**config.mk**
```make
export PLATFORM = sky130hd
export DESIGN_NAME = bit_serializer
export DESIGN_NICKNAME = d
export VERILOG_FILES = /design/src/rtl/bit_serializer.sv
export SDC_FILE = /design/constraint.sdc
export NUM_CORES = 1
export LEC_CHECK = 0
export BUFFER_PORTS_ARGS = -buffer_cell sky130_fd_sc_hd__buf_4
export CAP_MARGIN = 20
export CORE_UTILIZATION = 55
export CTS_BUF_LIST = sky130_fd_sc_hd__clkbuf_8
export DETAILED_ROUTE_END_ITERATION = 12
export HOLD_SLACK_MARGIN = 0.02
export PLACE_DENSITY = 0.77
export SLEW_MARGIN = 20
export SYNTH_ARGS = -nofsm -noshare
export SYNTH_HDL_FRONTEND = slang
export SYNTH_SLANG_ARGS = --single-unit
```
**constraint.sdc**
```tcl
create_clock -name clk -period 1.8 [get_ports clk]
set_input_delay 0.36 -clock clk [delete_from_list [all_inputs] [get_ports clk]]
set_output_delay 0.36 -clock clk [all_outputs]
set_load 0.03 [all_outputs]
```
**src/rtl/bit_serializer.sv**
```systemverilog
// Parallel-to-serial front end: WIDTH-bit words in over valid/ready, one bit per clock out on dout.
// Define BIT_SERIALIZER_LSB_FIRST_EN to shift words LSB first; the default build shifts MSB first.
module bit_serializer #(
    parameter int WIDTH = 8
) (
    input  logic             clk,
    input  logic             rst,
    input  logic [WIDTH-1:0] in_data,
    input  logic             in_valid,
    output logic             in_ready,
    output logic             dout,
    output logic             dout_valid,
    output logic             dout_last
);

    localparam int CW = $clog2(WIDTH);

    typedef enum logic {
        IDLE  = 1'b0,
        SHIFT = 1'b1
    } state_t;

    // Handshake: a word transfers on a rising edge where in_valid and in_ready are both 1;
    // the source holds in_data steady until that edge, and in_ready never depends on in_valid.

    state_t           state;
    state_t           state_next;
    logic [WIDTH-1:0] hold_data;
    logic             hold_full;
    logic [WIDTH-1:0] shreg;
    logic [WIDTH-1:0] shreg_shifted;
    logic [CW-1:0]    cnt;
    logic             cnt_zero;
    logic             accept;
    logic             load;
    logic             cur_bit;

    assign accept   = in_valid && !hold_full;
    assign cnt_zero = (cnt == '0);
    // Load from IDLE, or reload on the last bit so consecutive words stream without a gap.
    assign load     = hold_full && ((state == IDLE) || cnt_zero);
    assign in_ready = !hold_full;

`ifdef BIT_SERIALIZER_LSB_FIRST_EN
    assign cur_bit       = shreg[0];
    assign shreg_shifted = shreg >> 1;
`else
    assign cur_bit       = shreg[WIDTH-1];
    assign shreg_shifted = shreg << 1;
`endif

    always_ff @(posedge clk or posedge rst) begin
        if (rst) begin
            state <= IDLE;
        end else begin
            state <= state_next;
        end
    end

    always_comb begin
        state_next = state;
        case (state)
            IDLE: begin
                if (hold_full) begin
                    state_next = SHIFT;
                end
            end
            SHIFT: begin
                if (cnt_zero && !hold_full) begin
                    state_next = IDLE;
                end
            end
            default: state_next = IDLE;
        endcase
    end

    always_ff @(posedge clk or posedge rst) begin
        if (rst) begin
            hold_data <= '0;
            hold_full <= 1'b0;
            shreg     <= '0;
            cnt       <= '0;
        end else begin
            if (accept) begin
                hold_data <= in_data;
                hold_full <= 1'b1;
            end else if (load) begin
                hold_full <= 1'b0;
            end

            if (load) begin
                shreg <= hold_data;
                cnt   <= CW'(WIDTH - 1);
            end else if ((state == SHIFT) && !cnt_zero) begin
                shreg <= shreg_shifted;
                cnt   <= cnt - 1'b1;
            end
        end
    end

    always_comb begin
        dout_valid = (state == SHIFT);
        dout       = dout_valid && cur_bit;
        dout_last  = dout_valid && cnt_zero;
    end

endmodule

```
-- Yosys cells after proc, flatten, opt, wreduce, memory -nomap -nowiden
Cells that the tools add are included.
- logic and storage cells: 28
- flip-flop bits (word level): 21
- output and inout port bits: 4
- bitwise gates (word level): 1
- $add $sub $neg: 1
- reduce and logical (&&, ||, !) cells: 12
- mux-type cells: 9
- operators with widths (operator ; count):
    $mux 8 ; 2
    $logic_and 1x1->1 ; 6
    $mux 3 ; 2
    $mux 1 ; 4
    $reduce_bool 2->1 ; 2
    $logic_not 3->1 ; 1
    $sub 3x1->3 const B ; 1
    $logic_not 1->1 ; 2
    $pmux 1 s2 ; 1
    $logic_or 1x1->1 ; 1
    $not 1->1 ; 1

-- Depth between registers and ports, before layout
- depth after elaboration: 5
- gate-level depth with buffers: 6
- mapped depth without buffers: 5

-- Worst setup path before layout
OpenSTA, ideal clock, no wires.
- path type: register to output
- start: reg state, in the netlist dout_valid
- end: out dout_last
- data arrival time: 1.261 ns
- cell stages (with the launch flop): 4
- data required time: 1.440 ns
- path buffers: 1
- setup slack: 0.179 ns
- cells stage by stage: dfrtp_1 -> buf_2 -> inv_1 -> nor2_1
- cells in the longest elaborated chain, start to end: 1
- ends and longest elaborated chain (what ; line ; source):
    from (decl) ; 26 ; state_t state;
    from (signal assigned) ; 56 ; state <= state_next;
    $logic_and 1x1->1 ; 104 ; dout_last = dout_valid && cnt_zero;
    to (decl) ; 13 ; output logic dout_last
Every way passes these cells.

-- Worst setup path in the final report
- start: reg cnt[0]
- end: out dout_last
- cells in the longest elaborated chain, start to end: 2
- ends and longest elaborated chain (what ; line ; source):
    from (decl) ; 32 ; logic [CW-1:0] cnt;
    from (signal assigned) ; 93 ; cnt <= CW'(WIDTH - 1);
    from (signal assigned) ; 96 ; cnt <= cnt - 1'b1;
    $logic_not 3->1 ; 39 ; assign cnt_zero = (cnt == '0);
    $logic_and 1x1->1 ; 104 ;
Every way passes these cells.

==> run_results.csv <==
group,metric,value,unit
logic_synthesis,synth_area_leaders,"dfrtp_1 (52%), mux2_4 (12%), mux2i_1 (8.0%), nand3_1 (4.0%), o21ai_1 (3.5%)",
floorplan,boundaryPins,15,
sta,whs,0.1272,ns
pwr,p_leak,0.5936,nW
sta,timing.final.ws_setup,0.1179,ns
logic_synthesis,synthDominantCellAreaShare,0.5224,
worst_setup_path,critPathLaunchType,"register",
worst_setup_path,path_cells,"inv_1 -> ha_1 -> nand2b_4 -> nor2_1 -> buf_4",
clock_network,cts_max_level,1,
worst_setup_path,r2r_end,"dout_valid",
logic_synthesis,syn_inst,81,
final_layout,area_growth,14.93,%
place,portBuffers,14,
worst_setup_path,cp.arrival,1.32,ns
worst_setup_path,slowest_delay,0.40,ns
place,hpwl,1131,µm
final_layout,drive_above_1_share,0.3333,
drt,drt_iter0_markers,3,
drt,viasPerCell,5.339,
global_route,grt_pass1_vias,647,
logic_synthesis,synth_cell_types,22,
worst_setup_path,worstSetupPathType,"register to primary output",
worst_setup_path,worst-path-buf-inv,2,
global_route,antenna_found_initial,0,
sta,max_clock_freq,594.5,MHz
place,preCtsSetupSlack,0.3863,ns
global_route,grt_usage,0.1887,
logic_synthesis,syn_nets,94,
logic_synthesis,synthesis.area,1006,µm²
final_layout,antenna_cells,0,
worst_setup_path,crit_family,"flip-flops",
clock_network,clk_latency,0.26,ns
sta,finalSetupTns,0,ns
floorplan,rows,15,
global_route,grt_pass1_wl,2622,µm
global_route,globalRouteOverflowTotal,0,
drt,ant_nets,0,
clock_network,cts_root_buffer,"clkbuf_8",
logic_synthesis,ys_seq_elements,21,
sta,final.setup_skew,0.005970,ns
clock_network,cts_hold_buffers,0,
floorplan,die_area,2004,µm²
logic_synthesis,synth.yosys.seq_area_share,0.5224,
global_route,grt_max_degree,22,
clock_network,cts_tree,"yes",
sta,finalHoldViolations,0,
floorplan,core_area,1727,µm²
logic_synthesis,yosys_warnings,0,
sta,period_share,0.9345,
sta,slew_viol_final,0,
drt,via_count,646,
clock_network,cts_buffers,3,
worst_setup_path,rr_startpoint,"cnt[0]",
logic_synthesis,synth.avg_cell_area,12.42,µm²
sta,worst_slew_pin_slew,0.4627,ns
job,maxCapViolations,0,
floorplan,die_y,44.77,µm
sta,slew_headroom,0.6915,
place,finalWeightedCongestion,0.7274,
worst_setup_path,reg2reg_slack,0.40,ns
drt,wl_per_cell,13.45,µm
sta,rsz0062_at_grt,"no",
worst_setup_path,end_kind,"primary output",
worst_setup_path,cp_max_fo,11,
clock_network,clkSinkCount,21,
worst_setup_path,critical_path_required,1.44,ns
clock_network,clkTransAtPathRegs,0.07,ns
clock_network,cts_resized,0,
worst_setup_path,r2r_cells,5,
hold_path,hold_path.class,"input port to asynchronous set/reset pin",
clock_network,clk_path_buf_depth,2,
floorplan,start_util,0.5826,
status,outcome,"completed",
pwr,max-vdd-ir-drop,0.9583,mV
clock_network,cts_setup_buffers,0,
drt,dr.pass1.iters,4,
worst_setup_path,slowest_stage,"dfrtp_1",
sta,period_needed,1.682,ns
pwr,p_per_area,1661,nW/µm²
worst_setup_path,path_depth,5,
final_layout,finalNetCount,110,
drt,routed_wl,1627,µm
sta,finalSetupViolCount,0,
logic_synthesis,synth_top_area_cell,"dfrtp_1",
drt,drc,0,
floorplan,die_w,44.77,µm
per-stage QoR:
stage          utilization  total power, mW  instance area [µm²]  std cells
3_5_place_dp        0.6435            1.636                 1111        117
6_report            0.6696            1.920                 1156        121
4_1_cts             0.6696            1.934                 1156        121
3_3_place_gp        0.6435            1.597                 1111        117
2_1_floorplan            -            1.500                 1006         81
5_1_grt             0.6696            2.049                 1156        121
cells in the mapped netlist (all sizes together):
library cell   n
dfrtp         21
mux2           8
mux2i          8
nand3          8
o21ai          7
buf            6
inv            5
nor2           3
a211oi         2
a21oi          2
and2           2
ha             2
nand2b         2
a21o           1
nand2          1
nor2b          1
o311a          1
or2            1
state kept, by name, indices dropped and copies added (netlist names):
signal and flops:
shreg 8, hold_data 8, dout_valid 1, cnt 3, hold_full 1
worst min-delay path, cell delays in order:
cell	delay, ns
buf_4	0.10
inv_1	0.04
buf_4	0.26
logic make-up after synthesis:
group           after synthesis  share of synthesized area
compound gates               13                    0.07711
fa+ha+maj                     2                    0.02487
buf+inv                      11                    0.07213
flops                        21                     0.5224
mux                          16                     0.1990
simple gates                 18                     0.1045
cell type report:
| class | count | area [µm²] |
|---|---|---|
| Timing Repair Buffer | 17 | 127.6 |
| Clock buffer | 3 | 41.29 |
| Clock inverter | 1 | 3.754 |
| Fill cell | 146 | 570.5 |
| Sequential cell | 21 | 525.5 |
| Tap cell | 25 | 31.28 |
| Multi-Input combinational cell | 49 | 407.9 |
| Inverter | 5 | 18.77 |
layout by cell type (no fill, tap or decap):
| cell | count |
|---|---|
| dfrtp_1 | 21 |
| buf_4 | 17 |
| mux2i_1 | 8 |
| nand3_1 | 8 |
| mux2_4 | 8 |
| o21ai_1 | 7 |
| inv_1 | 6 |
| nor2_1 | 3 |
| clkbuf_8 | 3 |
| a211oi_1 | 2 |
| a21oi_1 | 2 |
| ha_1 | 2 |
| nand2b_4 | 1 |
| and2_4 | 1 |
| nand2b_1 | 1 |
| nand2_1 | 1 |
| o311a_1 | 1 |
| nor2b_2 | 1 |
| a21o_1 | 1 |
| and2_1 | 1 |
| or2_2 | 1 |
layer usage:
layer | part of all wire | GRT usage | routed length [µm] | vias to the layer above
met5 | 0 | 0 | 0 | -
met4 | 0.014 | 0.1091 | 22 | 0
met3 | 0.024 | 0.03600 | 39 | 4
met2 | 0.49 | 0.3265 | 803 | 13
met1 | 0.47 | 0.2181 | 762 | 322
li1 | - | - | - | 307
how the worst max path moves through the flow:
stage	endpoint	slack [ns]	start
6_report	dout_last	0.12	cnt[0]
5_1_grt	dout_last	0.02	cnt[0]
4_1_cts	dout_last	0.11	cnt[0]
3_5_place_dp	dout_last	0.39	cnt[0]
3_3_place_gp	dout_last	0.42	cnt[0]
2_1_floorplan	dout_last	0.18	dout_valid
report_power, final:
group / leakage [nW] / internal [mW] / switching (mW)
registers: 0.255 / 0.677 / 0.138
clock network: 0.0269 / 0.152 / 0.142
logic: 0.312 / 0.429 / 0.382
total: 0.594 / 1.26 / 0.662
Note: power is estimated with default switching activity, not from simulation.
